===== config.mk =====
export PLATFORM = sky130hd
export DESIGN_NAME = mux_sel_scheduler
export DESIGN_NICKNAME = d
export VERILOG_FILES = /design/src/rtl/mux_sel_scheduler.sv
export SDC_FILE = /design/constraint.sdc
export NUM_CORES = 1
export LEC_CHECK = 0
export ABC_AREA = 1
export BUFFER_PORTS_ARGS = -buffer_cell sky130_fd_sc_hd__buf_2
export CAP_MARGIN = 0
export CORE_ASPECT_RATIO = 1.4
export CORE_MARGIN = 3
export CORE_UTILIZATION = 40
export DETAILED_ROUTE_END_ITERATION = 7
export GPL_TIMING_DRIVEN = 0
export PLACE_DENSITY = 0.63
export REMOVE_ABC_BUFFERS = 1
export SLEW_MARGIN = 40
export SYNTH_ARGS = -nofsm -noshare
export SYNTH_HDL_FRONTEND = slang
export SYNTH_SLANG_ARGS = --single-unit
export TNS_END_PERCENT = 5

===== constraint.sdc =====
create_clock -name clk -period 2.6 [get_ports clk]
set_clock_uncertainty 0.2 [all_clocks]
set_input_delay 0.13 -clock clk [delete_from_list [all_inputs] [get_ports clk]]
set_output_delay 0.13 -clock clk [all_outputs]
set_load 0.05 [all_outputs]

===== src/rtl/mux_sel_scheduler.sv =====
// mux_sel_scheduler
//   Round-robin scheduler driving the 2-bit select of a registered 4:1
//   channel mux. One channel is granted at a time for a programmable burst.
//   A burst ends early if the owner drops its request. The last winner has
//   the lowest priority in the next arbitration.
//
// Ports
//   clk      in   clock, rising edge
//   rst      in   asynchronous active-high reset
//   en       in   arbitration enable (never cuts an active burst short)
//   req      in   per-channel request, bit i = channel i
//   burst    in   grant length in cycles, sampled at the grant edge (0 -> 1)
//   sel      out  registered mux select, holds while idle
//   gnt      out  registered one-hot grant, zero while idle
//   busy     out  high while a grant is active
//   done     out  one-cycle pulse after a burst's last grant cycle
//   done_ch  out  channel of the completed burst, holds between pulses
//
// state | meaning
// ------+-----------------------------------------------
// IDLE  | no grant; waiting for en=1 and any request
// GRANT | channel sel owns the mux; cnt = cycles left (incl. current)

module mux_sel_scheduler #(
    parameter int BW = 4
) (
    input  logic          clk,
    input  logic          rst,
    input  logic          en,
    input  logic [3:0]    req,
    input  logic [BW-1:0] burst,
    output logic [1:0]    sel,
    output logic [3:0]    gnt,
    output logic          busy,
    output logic          done,
    output logic [1:0]    done_ch
);

    localparam logic [0:0] IDLE  = 1'b0;
    localparam logic [0:0] GRANT = 1'b1;

    logic [0:0]    state_q, state_d;
    logic [1:0]    sel_q, sel_d;
    logic [3:0]    gnt_q, gnt_d;
    logic          done_q, done_d;
    logic [1:0]    done_ch_q, done_ch_d;
    logic [1:0]    ptr_q, ptr_d;
    logic [BW-1:0] cnt_q, cnt_d;

    logic          win_found;
    logic [1:0]    win;
    logic [1:0]    cand;
    logic          burst_end;
    logic [BW-1:0] burst_len;

    // Search ptr+1 .. ptr+4; the last step wraps onto ptr itself so a lone
    // requester can win again.
    always_comb begin
        win_found = 1'b0;
        win       = ptr_q;
        cand      = ptr_q;
        for (int i = 1; i <= 4; i++) begin
            cand = ptr_q + 2'(i);
            if (!win_found && req[cand]) begin
                win_found = 1'b1;
                win       = cand;
            end
        end
    end

    assign burst_len = (burst == '0) ? BW'(1) : burst;
    // cnt <= 1 instead of == 1 keeps the counter from ever wrapping.
    assign burst_end = (cnt_q <= BW'(1)) || !req[sel_q];

    always_comb begin
        state_d   = state_q;
        sel_d     = sel_q;
        gnt_d     = gnt_q;
        done_d    = 1'b0;
        done_ch_d = done_ch_q;
        ptr_d     = ptr_q;
        cnt_d     = cnt_q;

        if (state_q == GRANT && !burst_end) begin
            cnt_d = cnt_q - BW'(1);
        end else begin
            if (state_q == GRANT) begin
                done_d    = 1'b1;
                done_ch_d = sel_q;
            end
            // ptr_q equals sel_q during GRANT, so the search starts from
            // the channel that just finished.
            if (en && win_found) begin
                state_d = GRANT;
                sel_d   = win;
                gnt_d   = 4'b0001 << win;
                ptr_d   = win;
                cnt_d   = burst_len;
            end else begin
                state_d = IDLE;
                gnt_d   = 4'b0000;
                cnt_d   = '0;
            end
        end
    end

    always_ff @(posedge clk or posedge rst) begin
        if (rst) begin
            state_q   <= IDLE;
            sel_q     <= 2'd0;
            gnt_q     <= 4'b0000;
            done_q    <= 1'b0;
            done_ch_q <= 2'd0;
            ptr_q     <= 2'd3;
            cnt_q     <= '0;
        end else begin
            state_q   <= state_d;
            sel_q     <= sel_d;
            gnt_q     <= gnt_d;
            done_q    <= done_d;
            done_ch_q <= done_ch_d;
            ptr_q     <= ptr_d;
            cnt_q     <= cnt_d;
        end
    end

    assign sel     = sel_q;
    assign gnt     = gnt_q;
    assign busy    = |gnt_q;
    assign done    = done_q;
    assign done_ch = done_ch_q;

endmodule


==> results of run 1 <==
-- per-stage QoR --
stage | std cells | hold slack [ns] | worst slack (ns)
floorplan | 143 | -0.158 | 0.751
global placement | 199 | 0.0184 | 0.610
detailed placement | 199 | 0.0310 | 0.591
CTS | 209 | 0.0103 | 0.568
global route | 209 | 0.0437 | 0.383
finish | 209 | 0.0152 | 0.582
-- worst min-delay path: stages --
cell and delay, ns:
buf_2 0.11, nand3_4 0.15, nand2_1 0.06
-- how the worst min path moves through the flow --
| stage | end | slack (ns) | cells after the start |
|---|---|---|---|
| CTS | state_q | 0.01 | 3 |
| floorplan | cnt_q[0] | -0.16 | 1 |
| global route | state_q | 0.04 | 3 |
| finish | state_q | 0.02 | 3 |
| global placement | gnt[2] | 0.02 | 2 |
| detailed placement | gnt[3] | 0.03 | 2 |
-- layout make-up --
class                   instances  area [um2]
well taps                      36        45.0
fillers                       286        1300
multi-input cells             107         607
flip-flops and latches         16         403
inverters                      20        87.6
repair buffers                 26         160
clock buffers                   4        36.3
-- cell usage after synthesis --
master / count
a21oi_1: 1
a31oi_1: 1
and2_0: 1
buf_6: 2
clkinv_1: 2
dfrtp_1: 14
dfstp_2: 2
ha_1: 2
inv_1: 14
inv_2: 1
inv_4: 2
inv_8: 1
nand2_1: 53
nand2_2: 9
nand2_4: 5
nand2_8: 1
nand3_1: 12
nand3_2: 1
nand3_4: 1
nor2_1: 1
nor2_2: 2
nor2_8: 1
nor3_1: 1
o211ai_1: 1
o21ai_0: 3
o21ai_1: 3
o21ai_4: 1
o22ai_1: 4
or4_1: 1
xnor2_1: 2
-- cells by family (layout without fill, tap and decap cells) --
logic type,Yosys count,in the layout
adders and majority gates,2,2
buffers and inverters,22,50
DFF,16,16
xor gates and xnor gates,2,2
and+or+nand+nor,89,89
AOI/OAI and AO/OA,14,14
-- layout by cell type, fill, tap and decap left out, types with 2 or more instances in the layout --
| cell type | count |
|---|---|
| inv_1 | 14 |
| dlygate4sd3_1 | 6 |
| dfrtp_1 | 14 |
| nand3_1 | 12 |
| ha_1 | 2 |
| clkinv_1 | 2 |
| nand2_1 | 53 |
| inv_4 | 2 |
| nor2_2 | 2 |
| o21ai_0 | 3 |
| buf_2 | 20 |
| nand2_2 | 9 |
| dfstp_2 | 2 |
| o22ai_1 | 4 |
| clkbuf_4 | 3 |
| o21ai_1 | 3 |
| xnor2_1 | 2 |
| nand2_4 | 5 |
-- registers in the layout, indices dropped and copies added, names as in the netlist --
| register | cells |
|---|---|
| cnt_q | 4 |
| ptr_q | 2 |
| done | 1 |
| sel | 2 |
| gnt | 4 |
| state_q | 1 |
| done_ch | 2 |
-- metal layers --
metal  wire length, um  global-route usage
met4                32              0.0707
met1               943               0.164
met3                34              0.0129
met5                 0                   0
met2              1280               0.289
-- power groups by stage --
stage	registers (uW)	clock network (uW)	logic, uW
5_1_grt	503	178	1530
4_1_cts	485	166	1380
3_5_place_dp	490	0	1360
2_1_floorplan	641	0	954
6_report	486	161	1360
3_3_place_gp	486	0	1330
-- repair_timing --
action                                 in CTS  in global routing
endpoints found under the hold margin      18                  0
hold buffers                                6                  0
buffers inserted                            0                  0
==> metrics.txt, run 1 <==
status=finished, final reports clean; Synth Area in Simple Gates=0.423; RSZ-0062 raised after global routing=false; final WL=between 2000 and 2500 um; XOR/XNOR share of the synthesized area=0.0156; worst hold path type=in2reg; crit path to=sel[0]; DP Area=roughly 1200 um2; routed vias/inst=4.75; clk slew on worst S/H paths=approximately 0.090 ns; R2R cell count=8; Mapped Cells=145; final hold vios=0; ANT cells=0; Clock Sinks=16; hold_sp=en; Final Max Slew Viols=0; Area Growth Syn to Fin=19.6%; Gate power share=0.677; #FFs+latches synth=16; final setup violation count=0; IO Count=21; cell taking the most area after synthesis=dfrtp_1; Worst Path Buf+Inv=2; R2R Setup Slk=0.58 ns; nets=187; total track usage=0.150; H-tree levels=1; RePlAce Congestion=0.837; clock group share of total power=0.080; gr ovfl total=0; Critical Path Stages=8; crit-path max FO=10; Slew headroom=0.595; Core Area=around 2600 um2; Final period util=0.776; total power=about 2000 uW; initial core utilization=0.424; peak supply drop=around 0.69 mV; FF-to-FF End=sel[0]; Worst path slowest cell=dfrtp_1; Switch Pwr=1120 uW; Post-DRT Antenna Nets=0; Seq pwr share=0.242; CTS tree=built; DIE HEIGHT=68.6 um; Startpoint Class=flop; Pre-antenna DRT Iters=4; pwr/cell area=1500 nW/um2; Pleak=0.000736 uW; first-pass GRT wire length=3930 um; CP max stage delay=0.43 ns; crit path cell chain=inv_1, ha_1, o21ai_0, nand3_1, nand3_4, inv_4, nand2_1, o21ai_1; mean post-synth cell area=7.72 um2; Final Critical Period=2.02 ns; number of I/O port buffers=20; HPWL Detailed=1780 um; Synth top area share=0.313; number of global-route vias before repair=about 950; initial antenna violation count=0; area of the mapped netlist=1120 um2; Crit Path Class=reg2reg; setup total negative slack=0 ns; post-CTS sizing=0; Synth Warn #=0; adder-cell area share of the yosys netlist=0.0223; switching part of the total=0.557; Die W=around 50 um; clk buf depth=2; Die ar.=3480 um2; Root Buffer Master=clkbuf_4; worst skew pair latency=0.28 ns; Compound-Gate Fraction of Synth Area=0.0804; register area share after synthesis=0.360; crit path launch=cnt_q[0]; Worst Path Required=2.57 ns; Int Power=887 uW; mux cell area share after synthesis=0; row count=22; cts bufs inserted=3; CP arrival=1.99 ns; Reg-to-Reg Start=cnt_q[0]; max_cap viols=0; vias=992; Final Util=0.507; largest family of logic cells by synthesized area=simple AND/OR/NAND/NOR gates; share of post-route cells with drive strength above 1=0.295; WL per Instance=11.0 um; Worst setup EP type=flop; drt drc=0; starting DRC count in detailed routing=19; fmax=0.496 GHz; largest net degree at the start of global routing=17; worst slew pin tran=0.607 ns; final instance area=1340 um2; post-synthesis cell type count=30; Largest delay share family, worst path=simple AND/OR/NAND/NOR gates; synth top area cells=dfrtp_1 31%, nand2_1 18%, nand3_1 5.4%, nand2_2 5.0%, nand2_4 5.0%
Power figures use the tool's default switching activity.
==> run 2, diff against run 1 <==
Settings changed: ABC_AREA 1 to 0, PLACE_DENSITY 0.63 to 0.65.
Clock period 2.6 ns to 2.1 ns, I/O delays scaled along.
==> metrics.txt, run 2 <==
Final Max Slew Viols=0 (unchanged); nets=123 (-34%); row count=18 (-18%); cts bufs inserted=3 (unchanged); routed vias/inst=5.60 (+18%); Die ar.=2680 um2 (-23%); Die W=44.6 um (-12%); number of global-route vias before repair=682 (-28%); top post-synthesis cells by count=14 x dfrtp_1, 7 x nand2_1, 6 x a21oi_1; share of post-route cells with drive strength above 1=0.385 (+0.0905); Primary FF master, synth=dfrtp_1; Slew headroom=0.594 (-0.000734); area of the mapped netlist=835 um2 (-25%); Final Critical Period=2.02 ns (-0.00259 ns); Async SR Flop Fraction=1.00 (unchanged); WL per Instance=14.0 um (+28%); crit path launch=sel[1]; final instance area=1080 um2 (-19%); setup total negative slack=0 ns (unchanged); CTS tree=built; status=finished, final reports clean; clk buf depth=2 (unchanged); final WL=1810 um (-21%); pwr/cell area=1700 nW/um2 (+14%); crit-path max FO=8 (-2); IO Count=21 (unchanged); initial core utilization=0.446 (+0.0227); Synth Warn #=0 (unchanged); crit path to=gnt[3]; clock group share of total power=0.109 (+0.029); most frequent cells in the layout=21 x buf_2, 14 x dfrtp_1, 7 x nand2_1; Min Hold Slack=0.0147 ns (-0.000471 ns); number of I/O port buffers=20 (unchanged); Reg-to-Reg Start=sel[1]; ANT cells=0 (unchanged); initial antenna violation count=0 (unchanged); #FFs+latches synth=16 (unchanged); Mapped Cells=78 (-46%); gr ovfl total=0 (unchanged); final setup violation count=0 (unchanged); worst skew pair latency=0.28 ns (about the same); Core Area=1870 um2 (-29%); mean post-synth cell area=10.7 um2 (+39%); Synth top area share=0.420 (+0.107); Startpoint Class=flop; max_cap viols=0 (unchanged); FF-to-FF End=gnt[3]; starting DRC count in detailed routing=11 (-8); Post-DRT Antenna Nets=0 (unchanged); Pre-antenna DRT Iters=4 (unchanged); Crit Path Class=reg2reg; worst hold path type=in2reg; most common cell in the netlist=dfrtp_1; cell taking the most area after synthesis=dfrtp_1; Int Power=940 uW (+5.9%); Seq pwr share=0.323 (+0.081); DIE HEIGHT=60.0 um (-12%); clk slew on worst S/H paths=0.09 ns (about the same); Pleak=0.000498 uW (-32%); Final period util=0.960 (+0.184); vias=723 (-27%); Clock Sinks=16 (unchanged); RSZ-0062 raised after global routing=false; R2R Setup Slk=0.08 ns (-0.50 ns); H-tree levels=1 (unchanged); Worst Path Required=2.10 ns (-0.47 ns); peak supply drop=0.716 mV (+3.2%); first-pass GRT wire length=2970 um (-25%); hold_sp=req[2]; total track usage=0.151 (+0.00128); post-synthesis cell type count=30 (unchanged); drt drc=0 (unchanged); Area Growth Syn to Fin=30.0%; Gate power share=0.568 (-0.109); CP arrival=2.01 ns (+0.02 ns); synth top area cells=dfrtp_1 42%, dfstp_2 6.3%, mux2_2 5.4%, a21oi_1 3.6%, nand2_1 3.1%; commonest non-fill, non-tap cell in the layout=buf_2; HPWL Detailed=1360 um (-24%); placed instance count=117 (-41%); number of synthesized flops with an enable pin=0 (unchanged); final std cells w/o fill=129 (-38%); Switch Pwr=906 uW (-19%); switching part of the total=0.491 (-0.0666); RePlAce Congestion=0.752 (-10%); final hold vios=0 (unchanged); largest net degree at the start of global routing=17 (unchanged); fmax=0.496 GHz (+0.13%); Worst setup EP type=flop; worst slew pin tran=0.603 ns (-0.00482 ns); Root Buffer Master=clkbuf_4; R2R cell count=4 (-4); register area share after synthesis=0.483 (+0.123); DP Area=971 um2 (-22%)
==> run 2: cell count changes in the layout (fill, tap and decap cells not counted), sizes merged, moves of 2 or more <==
cell,previous run,this run
o21ai,7,5
nor3,1,5
o41ai,0,2
o22ai,4,0
a21oi,1,6
buf,20,23
nand3,14,3
inv,18,4
clkinv,2,0
o31ai,0,3
mux2,0,4
nand2,68,7
==> run 2: worst max-delay path, stage by stage, from the launching register on <==
cell and delay [ns]:
dfrtp_1 0.39, mux4_2 0.56, o311a_4 0.19, or3_4 0.41
o31ai_2 0.18
==> run 2: timing repair <==
| action | CTS | global route |
|---|---|---|
| setup buffers | 0 | 2 |
| gates resized for setup | 1 | 0 |
| endpoints found under the hold margin | 21 | 0 |
| hold buffers | 6 | 0 |
| endpoints found under the setup margin | 1 | 2 |
==> run 2: layout make-up <==
class                   count  area, um2
clock buffers               4       36.3
fillers                   176        785
inverters                   4       15.0
multi-input cells          56        425
flip-flops and latches     16        403
well taps                  20       25.0
repair buffers             29        180
==> run 2: power by group through the flow <==
stage	combinational, uW	clock (uW)	sequential [uW]
2_1_floorplan	515	0	853
5_1_grt	1130	217	623
6_report	1050	201	597
3_3_place_gp	976	0	592
4_1_cts	1030	205	601
3_5_place_dp	1020	0	607
==> run 2: worst min path at each step <==
stage	endpoint	cells after the start
2_1_floorplan	cnt_q[0]	1
3_3_place_gp	gnt[2]	2
3_5_place_dp	cnt_q[0]	2
4_1_cts	state_q	3
5_1_grt	state_q	3
6_report	state_q	3
==> run 2: per-stage QoR <==
stage          worst slack (ns)  utilization  total power [uW]
5_1_grt                 0.00388        0.580              1970
4_1_cts                  0.0415        0.572              1840
3_5_place_dp            -0.0163        0.519              1620
2_1_floorplan            -0.205            -              1370
6_report                 0.0845        0.580              1850
3_3_place_gp             -0.620        0.509              1570
==> run 2: cell families after synthesis <==
| kind of cell | share of synthesized area |
|---|---|
| simple gates | 0.165 |
| compound gates | 0.180 |
| flops | 0.483 |
| buf+inv | 0.0285 |
| mux | 0.0929 |
| xor+xnor | 0.0210 |
| fa+ha+maj | 0.0300 |
==> run 2: metal layers <==
metal  vias to the layer above  GRT usage  wire length [um]
met4                         0     0.0819                13
met5                         -          0                 0
met3                         2     0.0181                52
met2                        11      0.265               966
li1                        352          -                 -
met1                       358      0.173               778
==> run 3, diff against run 2 <==
Settings changed: ABC_AREA 0 to 1, PLACE_DENSITY 0.65 to 0.63.
==> metrics.txt, run 3 (synthesis gave the netlist of run 1 again) <==
number of fill cells in the layout=285 (+62%); Startpoint Class=flop; Pre-antenna DRT Iters=4 (unchanged); final WL=2400 um (+32%); Reg-to-Reg Start=ptr_q[0]; Root Buffer Master=clkbuf_4; initial core utilization=0.424 (-0.0227); crit-path max FO=10 (+2); row count=22 (+4); CTS tree=built; WL per Instance=11.2 um (-20%); Min Hold Slack=0.155 ns (+0.141 ns); DIE HEIGHT=68.6 um (+14%); Worst Path Required=2.08 ns (-0.02 ns); pwr/cell area=1850 nW/um2 (+8.7%); placed instance count=199 (+70%); gr ovfl total=0 (unchanged); final std cells w/o fill=213 (+65%); hold path depth=6 (+3); hold_sp=req[0]; Final period util=0.917 (-0.0426); RSZ-0062 raised after global routing=false; RePlAce Congestion=0.837 (+11%); initial antenna violation count=0 (unchanged); starting DRC count in detailed routing=15 (+4); final hold vios=0 (unchanged); fmax=0.519 GHz (+4.6%); HPWL Detailed=1780 um (+31%); worst skew pair latency=0.28 ns (about the same); largest net degree at the start of global routing=17 (unchanged); Die W=50.7 um (+14%); worst slew pin tran=0.607 ns (+0.00441 ns); Worst setup EP type=flop; Final Max Slew Viols=0 (unchanged); drt drc=0 (unchanged); Area Growth Syn to Fin=22.9%; routed vias/inst=4.69 (-16%); Pleak=0.000756 uW (+52%); Slew headroom=0.595 (+0.00101); Die ar.=3480 um2 (+30%); number of I/O port buffers=20 (unchanged); H-tree levels=1 (unchanged); Crit Path Class=reg2reg; most frequent cells in the layout=53 x nand2_1, 20 x buf_2, 14 x inv_1, 14 x dfrtp_1, 11 x nand3_1; Post-DRT Antenna Nets=0 (unchanged); status=finished, final reports clean; clk buf depth=2 (unchanged); R2R cell count=11 (+7); share of post-route cells with drive strength above 1=0.311 (-0.0746); vias=998 (+38%); setup total negative slack=0 ns (unchanged); total track usage=0.153 (+0.00194); IO Count=21 (unchanged); peak supply drop=0.997 mV (+39%); ANT cells=0 (unchanged); nets=191 (+55%); worst hold path type=in2reg; number of global-route vias before repair=966 (+42%); Final Critical Period=1.93 ns (-0.0895 ns); cts bufs inserted=3 (unchanged); commonest non-fill, non-tap cell in the layout=nand2_1; Clock Sinks=16 (unchanged); clk slew on worst S/H paths=0.09 ns (about the same); Core Area=2640 um2 (+41%); max_cap viols=0 (unchanged); total power=2550 uW (+38%); final setup violation count=0 (unchanged); first-pass GRT wire length=4020 um (+35%); crit path launch=ptr_q[0]; CP arrival=1.91 ns (-0.10 ns)
## run 3: cell types whose count changed in the layout (fill, tap and decap cells not counted), moves of 3 or more
| cell | before | now |
|---|---|---|
| nand2_1 | 7 | 53 |
| inv_1 | 4 | 14 |
| nand2_2 | 0 | 9 |
| nand3_1 | 3 | 11 |
| a21oi_1 | 6 | 1 |
| nand2_4 | 0 | 5 |
| mux2_2 | 4 | 0 |
| nor3_1 | 5 | 1 |
| o22ai_1 | 0 | 4 |
| o21ai_1 | 1 | 4 |
## run 3: metal layers
layer	global-route usage	share of wire
met5	0	0
met4	0.0707	0.0096
met3	0.0129	0.015
met2	0.302	0.57
met1	0.163	0.41
## run 3: final timing paths
| kind | endpoint | slack [ns] |
|---|---|---|
| max | sel[0] | 0.17 |
| min | done | 0.16 |
| max reg2reg | sel[0] | 0.17 |
| min reg2reg | done_ch[1] | 0.28 |
| max in group asynchronous | done | 1.09 |
| min in group asynchronous | gnt[3] | 0.22 |
## run 3: layout make-up
cell class              count  area (um2)  share of cell area
multi-input cells         107         612               0.445
flip-flops and latches     16         403               0.293
repair buffers             30         193               0.140
inverters                  20        87.6              0.0636
well taps                  36        45.0              0.0327
clock buffers               4        36.3              0.0264
## run 3: power by group
| part | internal, uW | switching (uW) | leakage [uW] | total, uW |
|---|---|---|---|---|
| Sequential | 457 | 135 | 0.000200 | 593 |
| Clock | 106 | 97.5 | 0.0000210 | 203 |
| Combinational | 574 | 1180 | 0.000535 | 1750 |
## run 3: what timing repair did
item                                    4_1_cts  5_1_grt
hold buffers                                  7        0
resized for setup                             0        2
endpoints found under the setup margin        0       11
endpoints found under the hold margin        19        0
setup buffers                                 0        3
## run 3: metrics by stage
step           setup WS, ns   util  area, um2
5_1_grt              0.0181  0.521       1380
2_1_floorplan         0.251      -       1100
6_report              0.174  0.521       1380
4_1_cts              0.0683  0.510       1350
3_3_place_gp          0.110  0.470       1240
3_5_place_dp         0.0909  0.470       1240
## run 3: worst max-delay path, stage by stage (launching register included)
cell and delay (ns):
dfstp_2 0.66, inv_8 0.07, nand2_2 0.06, nand2_2 0.09, nand2_4 0.10, nand2_4 0.08, nor2_8 0.12, nand3_2 0.11
nand3_4 0.15, inv_4 0.05, nand2_1 0.07, o21ai_1 0.06
